## src/rtl/fc_pkg.sv

```systemverilog
// Shared definitions for the fully-connected layer: word-width helper, stream FSM states
// and the rounding/saturating requantizer reused by other layers.
package fc_pkg;

    typedef enum logic [0:0] {
        IDLE,
        STREAM
    } fc_state_e;

    function automatic int fc_in_w(input int width, input int fan_in);
        return width * 2 + $clog2(fan_in);
    endfunction

    // Round half up by adding 2^(shift-1) before the shift, then clamp to the largest
    // positive signed width-bit value; 64-bit arithmetic keeps the add from overflowing.
    function automatic logic [63:0] rq(input logic [63:0] v, input int shift, input int width);
        logic [63:0] t;
        logic [63:0] sat;
        t   = (v + ((shift > 0) ? (64'd1 << (shift - 1)) : 64'd0)) >> shift;
        sat = (64'd1 << (width - 1)) - 64'd1;
        return (t > sat) ? sat : t;
    endfunction

endpackage

```

## src/rtl/fc_requant.sv

```systemverilog
// Combinational requantizer: one IN_W-bit neuron word to a saturated WIDTH-bit activation.
module fc_requant
    import fc_pkg::*;
#(
    parameter int IN_W  = 23,
    parameter int WIDTH = 8,
    parameter int SHIFT = 7
) (
    input  logic [IN_W-1:0]  i_word,
    output logic [WIDTH-1:0] o_q
);

    assign o_q = WIDTH'(rq(64'(i_word), SHIFT, WIDTH));

endmodule

```

## src/rtl/fc_requant_stream.sv

```systemverilog
// Captures a vector of ReLU neuron outputs and streams requantized activations over valid/ready.
// Optional argmax output enabled by defining FC_ARGMAX_EN.
module fc_requant_stream
    import fc_pkg::*;
#(
    parameter int  WIDTH   = 8,
    parameter int  IN      = 128,
    parameter int  NEURONS = 10,
    parameter int  SHIFT   = 7,
    localparam int IN_W    = fc_in_w(WIDTH, IN),
    localparam int IDX_W   = $clog2(NEURONS)
) (
    input  logic             clk,
    input  logic             rst,
    input  logic [IN_W-1:0]  in_data [0:NEURONS-1],
    input  logic             in_valid,
    output logic             in_ready,
    output logic [WIDTH-1:0] out_data,
    output logic [IDX_W-1:0] out_idx,
    output logic             out_last,
    output logic             out_valid,
    input  logic             out_ready
`ifdef FC_ARGMAX_EN
    ,
    output logic [IDX_W-1:0] argmax_idx,
    output logic             argmax_valid
`endif
);

    localparam logic [IDX_W-1:0] LAST_IDX = IDX_W'(NEURONS - 1);

    fc_state_e        r_state;
    logic [IN_W-1:0]  r_buf [0:NEURONS-1];
    logic [IDX_W-1:0] r_idx;
    logic [WIDTH-1:0] r_out_data;
    logic             r_out_last;
    logic             r_out_valid;
    logic             r_in_ready;

    logic             w_xfer;
    logic             w_at_last;
    logic [IDX_W-1:0] w_next_idx;
    logic [IN_W-1:0]  w_word;
    logic [WIDTH-1:0] w_q;

    assign w_xfer     = r_out_valid && out_ready;
    assign w_at_last  = (r_idx == LAST_IDX);
    assign w_next_idx = w_at_last ? '0 : r_idx + 1'b1;

    // Requantize the word presented after the coming edge: element 0 of the arriving
    // vector while idle, otherwise the next buffered element.
    assign w_word = (r_state == IDLE) ? in_data[0] : r_buf[w_next_idx];

    fc_requant #(
        .IN_W  (IN_W),
        .WIDTH (WIDTH),
        .SHIFT (SHIFT)
    ) u_requant (
        .i_word (w_word),
        .o_q    (w_q)
    );

    always_ff @(posedge clk or posedge rst) begin
        if (rst) begin
            r_state     <= IDLE;
            r_idx       <= '0;
            r_out_data  <= '0;
            r_out_last  <= 1'b0;
            r_out_valid <= 1'b0;
            r_in_ready  <= 1'b1;
            // NOTE: the capture buffer is flops, not RAM, so clearing it on reset is cheap and keeps reset state fully defined.
            for (int i = 0; i < NEURONS; i++) r_buf[i] <= '0;
        end else begin
            // NOTE: all state uses <= so every register sees pre-edge values regardless of statement order.
            case (r_state)
                IDLE: begin
                    if (in_valid) begin
                        for (int i = 0; i < NEURONS; i++) r_buf[i] <= in_data[i];
                        r_idx       <= '0;
                        r_out_data  <= w_q;
                        r_out_last  <= (LAST_IDX == '0);
                        r_out_valid <= 1'b1;
                        r_in_ready  <= 1'b0;
                        r_state     <= STREAM;
                    end
                end
                STREAM: begin
                    if (w_xfer) begin
                        if (w_at_last) begin
                            r_idx       <= '0;
                            r_out_data  <= '0;
                            r_out_last  <= 1'b0;
                            r_out_valid <= 1'b0;
                            r_in_ready  <= 1'b1;
                            r_state     <= IDLE;
                        end else begin
                            r_idx      <= w_next_idx;
                            r_out_data <= w_q;
                            r_out_last <= (w_next_idx == LAST_IDX);
                        end
                    end
                end
                default: r_state <= IDLE;
            endcase
        end
    end

    assign in_ready  = r_in_ready;
    assign out_data  = r_out_data;
    assign out_idx   = r_idx;
    assign out_last  = r_out_last;
    assign out_valid = r_out_valid;

`ifdef FC_ARGMAX_EN
    logic [IN_W-1:0]  r_max_val;
    logic [IDX_W-1:0] r_max_idx;
    logic [IDX_W-1:0] r_argmax_idx;
    logic             r_argmax_valid;
    logic             w_beat_wins;
    logic [IDX_W-1:0] w_run_idx;

    // Strict greater-than keeps the earliest index on ties.
    assign w_beat_wins = (r_idx == '0) || (r_buf[r_idx] > r_max_val);
    assign w_run_idx   = w_beat_wins ? r_idx : r_max_idx;

    always_ff @(posedge clk or posedge rst) begin
        if (rst) begin
            r_max_val      <= '0;
            r_max_idx      <= '0;
            r_argmax_idx   <= '0;
            r_argmax_valid <= 1'b0;
        end else begin
            r_argmax_valid <= 1'b0;
            if (w_xfer) begin
                if (w_beat_wins) r_max_val <= r_buf[r_idx];
                r_max_idx <= w_run_idx;
                if (w_at_last) begin
                    r_argmax_idx   <= w_run_idx;
                    r_argmax_valid <= 1'b1;
                end
            end
        end
    end

    assign argmax_idx   = r_argmax_idx;
    assign argmax_valid = r_argmax_valid;
`endif

endmodule

```

## config.mk

```make
export PLATFORM = sky130hd
export DESIGN_NAME = fc_requant_stream
export DESIGN_NICKNAME = d
export VERILOG_FILES = /design/src/rtl/fc_pkg.sv /design/src/rtl/fc_requant.sv /design/src/rtl/fc_requant_stream.sv
export SDC_FILE = /design/constraint.sdc
export NUM_CORES = 1
export LEC_CHECK = 0
export CORE_MARGIN = 2
export CORE_UTILIZATION = 35
export DETAILED_ROUTE_END_ITERATION = 16
export PLACE_DENSITY = 0.67
export SKIP_LAST_GASP = 1
export SYNTH_ARGS = -nofsm -noshare
export SYNTH_HDL_FRONTEND = slang
export SYNTH_SLANG_ARGS = --single-unit
```

## constraint.sdc

```tcl
create_clock -name clk -period 5.29 [get_ports clk]
set_input_delay 0.529 -clock clk [delete_from_list [all_inputs] [get_ports clk]]
set_output_delay 0.529 -clock clk [all_outputs]
set_load 0.005 [all_outputs]
```

======== Word-level counts from Yosys, hierarchy flattened ========
Cells that the tools add are included.
word-level totals
  bits in registers ....................... 246
  word-level logic and storage cells ...... 60
  output and inout port bits .............. 15
cells by class
  add/sub/neg operators ................... 2
  $lt $le $gt $ge ......................... 2
  equality and inequality tests ........... 5
  bitwise logic cells ..................... 2
  muxes and demuxes ....................... 29
  reductions and logical operators ........ 4
operators with widths
  kind                   number
  $bmux 23 s4            1
  $mux 23                3
  $mux 8                 4
  $add 23x7->24 const B  1
  $gt 17x7->1 const B    1
  $mux 4                 4
  $pmux 8 s2             1
  $mux 1                 11
  $eq 4x4->1 const B     2
  $pmux 1 s2             4
  $pmux 4 s2             1
  $ge 5x5->1 const B     1
  $not 4->5              1
  $add 4x1->4 const B    1
  $ne 2x1->1 const B     2
  $reduce_and 2->1       2
  $reduce_and 3->1       1
  $ne 2x2->1 const B     1
  $logic_and 1x1->1      1
  $not 1->1              1

======== Longest topological paths before layout ========
  depth after elaboration ................. 13
  depth in mapped cells ................... 16
  mapped depth without buffers ............ 15

======== By module ========
Synthesis repeated with hierarchy kept, for this count alone.
unflattened totals
  cells, all modules ...................... 1482
  area, all modules ....................... 12502.0 µm²
modules (own cells, without submodules)
  module             cells an instance  area each (µm²)  instances
  fc_requant_stream  1422               12081.6          1
  fc_requant         60                 420.4            1

======== Worst setup path after synthesis ========
No wires, ideal clock.
  path kind ............................... flip-flop to flip-flop
  start ................................... register r_idx[1], in the netlist out_idx[1]
  end ..................................... register r_out_data[0], in the netlist out_data[0]
  library setup time ...................... 0.157 ns
  cell stages (with the launch flop) ...... 15
  arrival time ............................ 3.689 ns
  period minus slack after synthesis ...... 3.846 ns
  setup slack ............................. 1.444 ns
  path through ............................ dfrtp_1 inv_1 ha_1 clkbuf_1 nor2_1 o221ai_1 a311oi_1 or2_2 ha_1 inv_1 a221oi_1 nand4_1 o31a_1 nor4_4 a41oi_1
between the ends
  cells in the longest elaborated chain, start to end .. 13
  elaborated cells on any way between the ends .. 15
  those cells by class .................... add/sub: 2; order compare: 1; eq/ne: 1; mux: 10; bitwise: 1
RTL lines
  what                                        RTL line                                          source
  from (decl)                                 fc_requant_stream.sv:34                           logic [IDX_W-1:0] r_idx;
  from (signal assigned)                      fc_requant_stream.sv:97                           r_idx <= w_next_idx;
  $add 4x1->4 or $eq 4x4->1 (tied branches)   fc_requant_stream.sv:48, fc_requant_stream.sv:47
  $mux 4                                      fc_requant_stream.sv:48                           assign w_next_idx = w_at_last ? '0 : r_idx + 1'b1;
  $not 4->5 (not written as such)             fc_requant_stream.sv:52                           assign w_word = (r_state == IDLE) ? in_data[0] : r_buf[w_next_idx];
  $bmux 23 s4                                 fc_requant_stream.sv:52
  $mux 23 (not written as such) (2 in a row)  fc_requant_stream.sv:52
  $mux 23                                     fc_requant_stream.sv:52
  $add 23x7->24                               fc_pkg.sv:19                                      t = (v + ((shift > 0) ? (64'd1 << (shift - 1)) : 64'd0)) >> shift;
  $gt 17x7->1                                 fc_pkg.sv:21                                      return (t > sat) ? sat : t;
  $mux 8                                      fc_pkg.sv:21
  $mux 8                                      fc_requant_stream.sv:89                           if (w_at_last) begin
  $mux 8                                      fc_requant_stream.sv:88                           if (w_xfer) begin
  $pmux 8 s2 *                                fc_requant_stream.sv:75                           case (r_state)
  to (signal assigned)                        fc_requant_stream.sv:80                           r_out_data <= w_q;
  to (signal assigned)                        fc_requant_stream.sv:98                           r_out_data <= w_q;
  to (decl)                                   fc_requant_stream.sv:35                           logic [WIDTH-1:0] r_out_data;
Every way passes the cells marked *; elsewhere a longest branch is shown, timed or not. The select of a mux whose other input is x is not followed.
A chain may end at the register's enable or synchronous reset.

======== Worst setup path after layout ========
  start ................................... register r_idx[1], in the netlist out_idx[1]
  end ..................................... register r_out_data[1], in the netlist out_data[1]
The elaborated chain is that of the path after synthesis.

==> summary.md <==
| Metric | Value |
|---|---|
| Post-Route Utilization | `45.8%` |
| Vias in the first global route | `~8400` |
| # rows | `60` |
| Pre-CTS WS | `around 0.74 ns` |
| Slew @ Worst Pin | `1.01 ns` |
| Post-CTS setup buffers | `0` |
| CTS tree | `done` |
| Worst-path fanout max | `15` |
| Worst stage delay on the critical path | `0.64 ns` |
| Kind of critical path | `reg -> reg` |
| Synth area leaders | `dfrtp_1 (49%), nand2_1 (22%), mux2i_1 (3.9%), a21oi_1 (2.1%), clkbuf_1 (2.0%)` |
| Grt total ovfl | `0` |
| Ys async rst share | `between 90% and 100%` |
| Xor and xnor area share after synthesis | `less than 1%` |
| # clock sinks | `~190` |
| Status | `finished, final reports clean` |
| Die X-Extent | `168 microns` |
| CP Data Arrival Time | `a little under 5 ns` |
| Gr usage total | `21.2%` |
| Sw Share | `a little over a third` |
| Startpoint Class | `register` |
| Compound-Gate Fraction of Synth Area | `about an eighth` |
| Final Skew | `about 0.0067 ns` |
| Synth cell types | `67` |
| Crit-path cells | `inv_1 > ha_1 > inv_1 > o21ai_0 > a2111oi_0 > a311oi_1 > or2_2 > ha_1 > inv_1 > a221oi_1 > buf_4 > nor3_1 > a21oi_1 > o41a_1 > nor4_4 > a41oi_1` |
| Worst path most repeated cell | `inv_1` |
| Die area | `28200 sq um` |
| Final Cycle Share | `88.5%` |
| Post-synthesis adder-cell area fraction | `less than 1%` |
| Relative slew slack | `between 30% and 40%` |
| Largest net degree at the start of global routing | `157` |
| P_leak | `about 0.0058 uW` |
| Die Y | `168 microns` |
| NetSw | `between 1500 and 2000 uW` |
| Worst hold path depth | `2` |
| Simple-Gate Fraction of Synth Area | `between 20 and 30%` |
| # setup viols final | `0` |
| Most common cell after layout, fill and taps aside | `nand2_1` |
| Fill cell count | `2647` |
| Via-to-Cell Ratio | `5.12` |
| Core area | `26700 sq um` |
| Pwr Density | `405 nW/um^2` |
| Top FF cell, synth | `dfrtp_1` |
| Yosys reg bits | `roughly 190` |
| Mux share of post-synthesis cell area | `4.54%` |
| CTS H-tree depth | `4` |
| Worst skew pair latency | `between 0.4 and 0.5 ns` |
| Synth top area share | `49.2%` |
| Port Buffer Count | `188` |
| Routability cong. | `around 0.9` |
| Initial antenna violation count | `2` |
| Mapped cell area | `9410 sq um` |
| Area leader, netlist | `dfrtp_1` |
| Starting Density | `a little over a third` |
| Syn avg cell area | `8.22 sq um` |
| EDFF count, synth | `0` |
| Synth Warn # | `0` |
| First-pass GRT wire length | `46.7 mm` |
| Most frequent cells in the layout | `nand2_1 (547), clkdlybuf4s50_1 (188), dfrtp_1 (184)` |
| Drt initial violations | `762` |
| CTS-repair resized insts | `0` |
| Critical path's slowest cell | `a2111oi_0` |
| IO Count | `~250` |
| Worst EP required | `between 5 and 6 ns` |
| Clock power frac | `around a quarter` |
| Worst Setup End Kind | `register` |
| Fraction of layout cells with a size suffix above 1 | `under 10%` |
| RSZ-0062 raised after global routing | `false` |
| FF-to-FF path depth | `16` |
| Syn Nets | `around 1400` |
| TNS Setup | `0 ns` |
| Sequential share of power | `a little over a third` |
| Hold Buf Count CTS | `0` |
| Final hold vios | `0` |
| Post-synthesis cell count | `around 1100` |
| DR pass1 iterations | `5` |
| Maximum Capacitance Violations | `0` |
| Sequential fraction of the synthesis area | `around half` |
| Final WL | `29.5 mm` |
| Antenna Nets Post-Route | `0` |
| Worst hold-check path type | `reg -> reg` |
| Post-DR wirelength/cell | `17.8 microns` |
| Clock root buffer | `clkbuf_16` |
| Minimum clock period | `~4.7 ns` |
| Power, Total | `4940 uW` |
| Routed vias | `approximately 8500` |
| DR DRC count | `0` |
| CTS Buffer Depth | `2` |
| CTS buffer count | `17` |
| HPWL Detailed | `approximately 20 mm` |
| Largest family of logic cells by synthesized area | `simple AND/OR/NAND/NOR gates` |
| Area grow syn2layout | `29.7%` |
| Worst VDD drop | `0.237 mV` |
| Comb pwr share | `about two fifths` |
| Worst-path clk slew | `0.07 ns` |
| Max-slew violations | `0` |
| NumNets Final | `around 1500` |
| Internal cell power | `approximately 3100 uW` |
| Fmax | `between 200 and 250 MHz` |
| Final worst slack | `0.606 ns` |
==> cells by family (layout without fill, tap and decap cells) <==
group | Yosys count | count (layout)
AOI/OAI and AO/OA | 163 | 163
xor gates and xnor gates | 7 | 7
adders and majority gates | 3 | 3
buffers and inverters | 80 | 250
DFF | 186 | 186
muxes | 41 | 41
other | 0 | 1
and+or+nand+nor | 665 | 665
==> power groups by stage <==
stage	sequential [uW]	clock [uW]	combinational, uW
floorplan	1720	0	1250
global placement	1750	0	1900
detailed placement	1760	0	1920
CTS	1730	1300	1930
global route	1750	1360	2100
finish	1730	1270	1930
==> per-stage QoR <==
| step | hold WS (ns) | cells | instance area (sq um) |
|---|---|---|---|
| 2_1_floorplan | 0.437 | 1145 | 9410 |
| 3_3_place_gp | 0.455 | 1624 | 11600 |
| 3_5_place_dp | 0.458 | 1624 | 11600 |
| 4_1_cts | 0.478 | 1656 | 12200 |
| 5_1_grt | 0.496 | 1657 | 12200 |
| 6_report | 0.472 | 1657 | 12200 |
==> Yosys cell counts, types with 3 or more instances <==
master,n
a32oi_1,6
buf_1,8
or3_1,6
ha_1,3
inv_1,7
clkbuf_1,50
a221oi_1,8
o22ai_1,9
a211oi_1,6
a2111oi_0,4
buf_6,3
and2_1,7
o2111ai_1,4
o221ai_1,6
o31a_1,5
o31ai_1,6
a2111o_1,3
nor4_1,5
nor3b_1,5
a21o_1,3
mux2i_1,37
o22a_1,3
mux2_2,3
o2bb2ai_1,3
o211ai_1,4
nand2b_1,8
and3_1,11
nand2_1,548
a211o_1,7
xnor2_1,6
nor2_1,30
nor3_1,12
o21ai_0,17
nor2b_1,7
nand3_1,14
a221o_1,3
a41oi_1,3
a21oi_1,40
buf_2,12
dfrtp_1,185
a2bb2oi_1,5
==> final cells by class <==
type / instances / area, sq um / share of cell area [%]
Antenna cell: 1 / 2.50 / 0.0205
Tap cell: 341 / 427 / 3.50
Multi-Input combinational cell: 879 / 4430 / 36.3
Clock buffer: 19 / 443 / 3.63
Clock inverter: 13 / 130 / 1.07
Inverter: 7 / 30.0 / 0.246
Sequential cell: 186 / 4660 / 38.2
Timing Repair Buffer: 211 / 2080 / 17.0
==> per-layer routing <==
| layer | routed length, microns | GRT usage (%) |
|---|---|---|
| met1 | 13000 | 27.9 |
| met2 | 14400 | 35.9 |
| met3 | 1720 | 4.14 |
| met4 | 418 | 5.22 |
| met5 | 13 | 0 |
==> critical path, delay by kind of cell, from the launching register on <==
kind	cells	cell delay, ns
buffers and inverters	4	0.81
adders and majority gates	2	0.66
DFF	1	0.49
AOI/OAI and AO/OA	7	1.57
and+or+nand+nor	3	0.94
==> sequential cells by signal, indices dropped and copies added, names as in the netlist <==
| name | cells |
|---|---|
| out_valid | 1 |
| out_idx | 4 |
| r_buf | 170 |
| r_state | 1 |
| out_last | 1 |
| in_ready | 1 |
| out_data | 8 |
==> final timing paths <==
kind                       startpoint     endpoint  slack (ns)
setup reg to reg           out_idx[1]  out_data[1]        0.61
hold / removal              r_buf[20]    r_buf[20]        0.47
max in group asynchronous         rst   r_buf[133]        3.40
setup / recovery           out_idx[1]  out_data[1]        0.61
min in group asynchronous         rst    r_buf[56]        0.56
hold reg to reg             r_buf[20]    r_buf[20]        0.47
(Power assumes the default switching activity.)
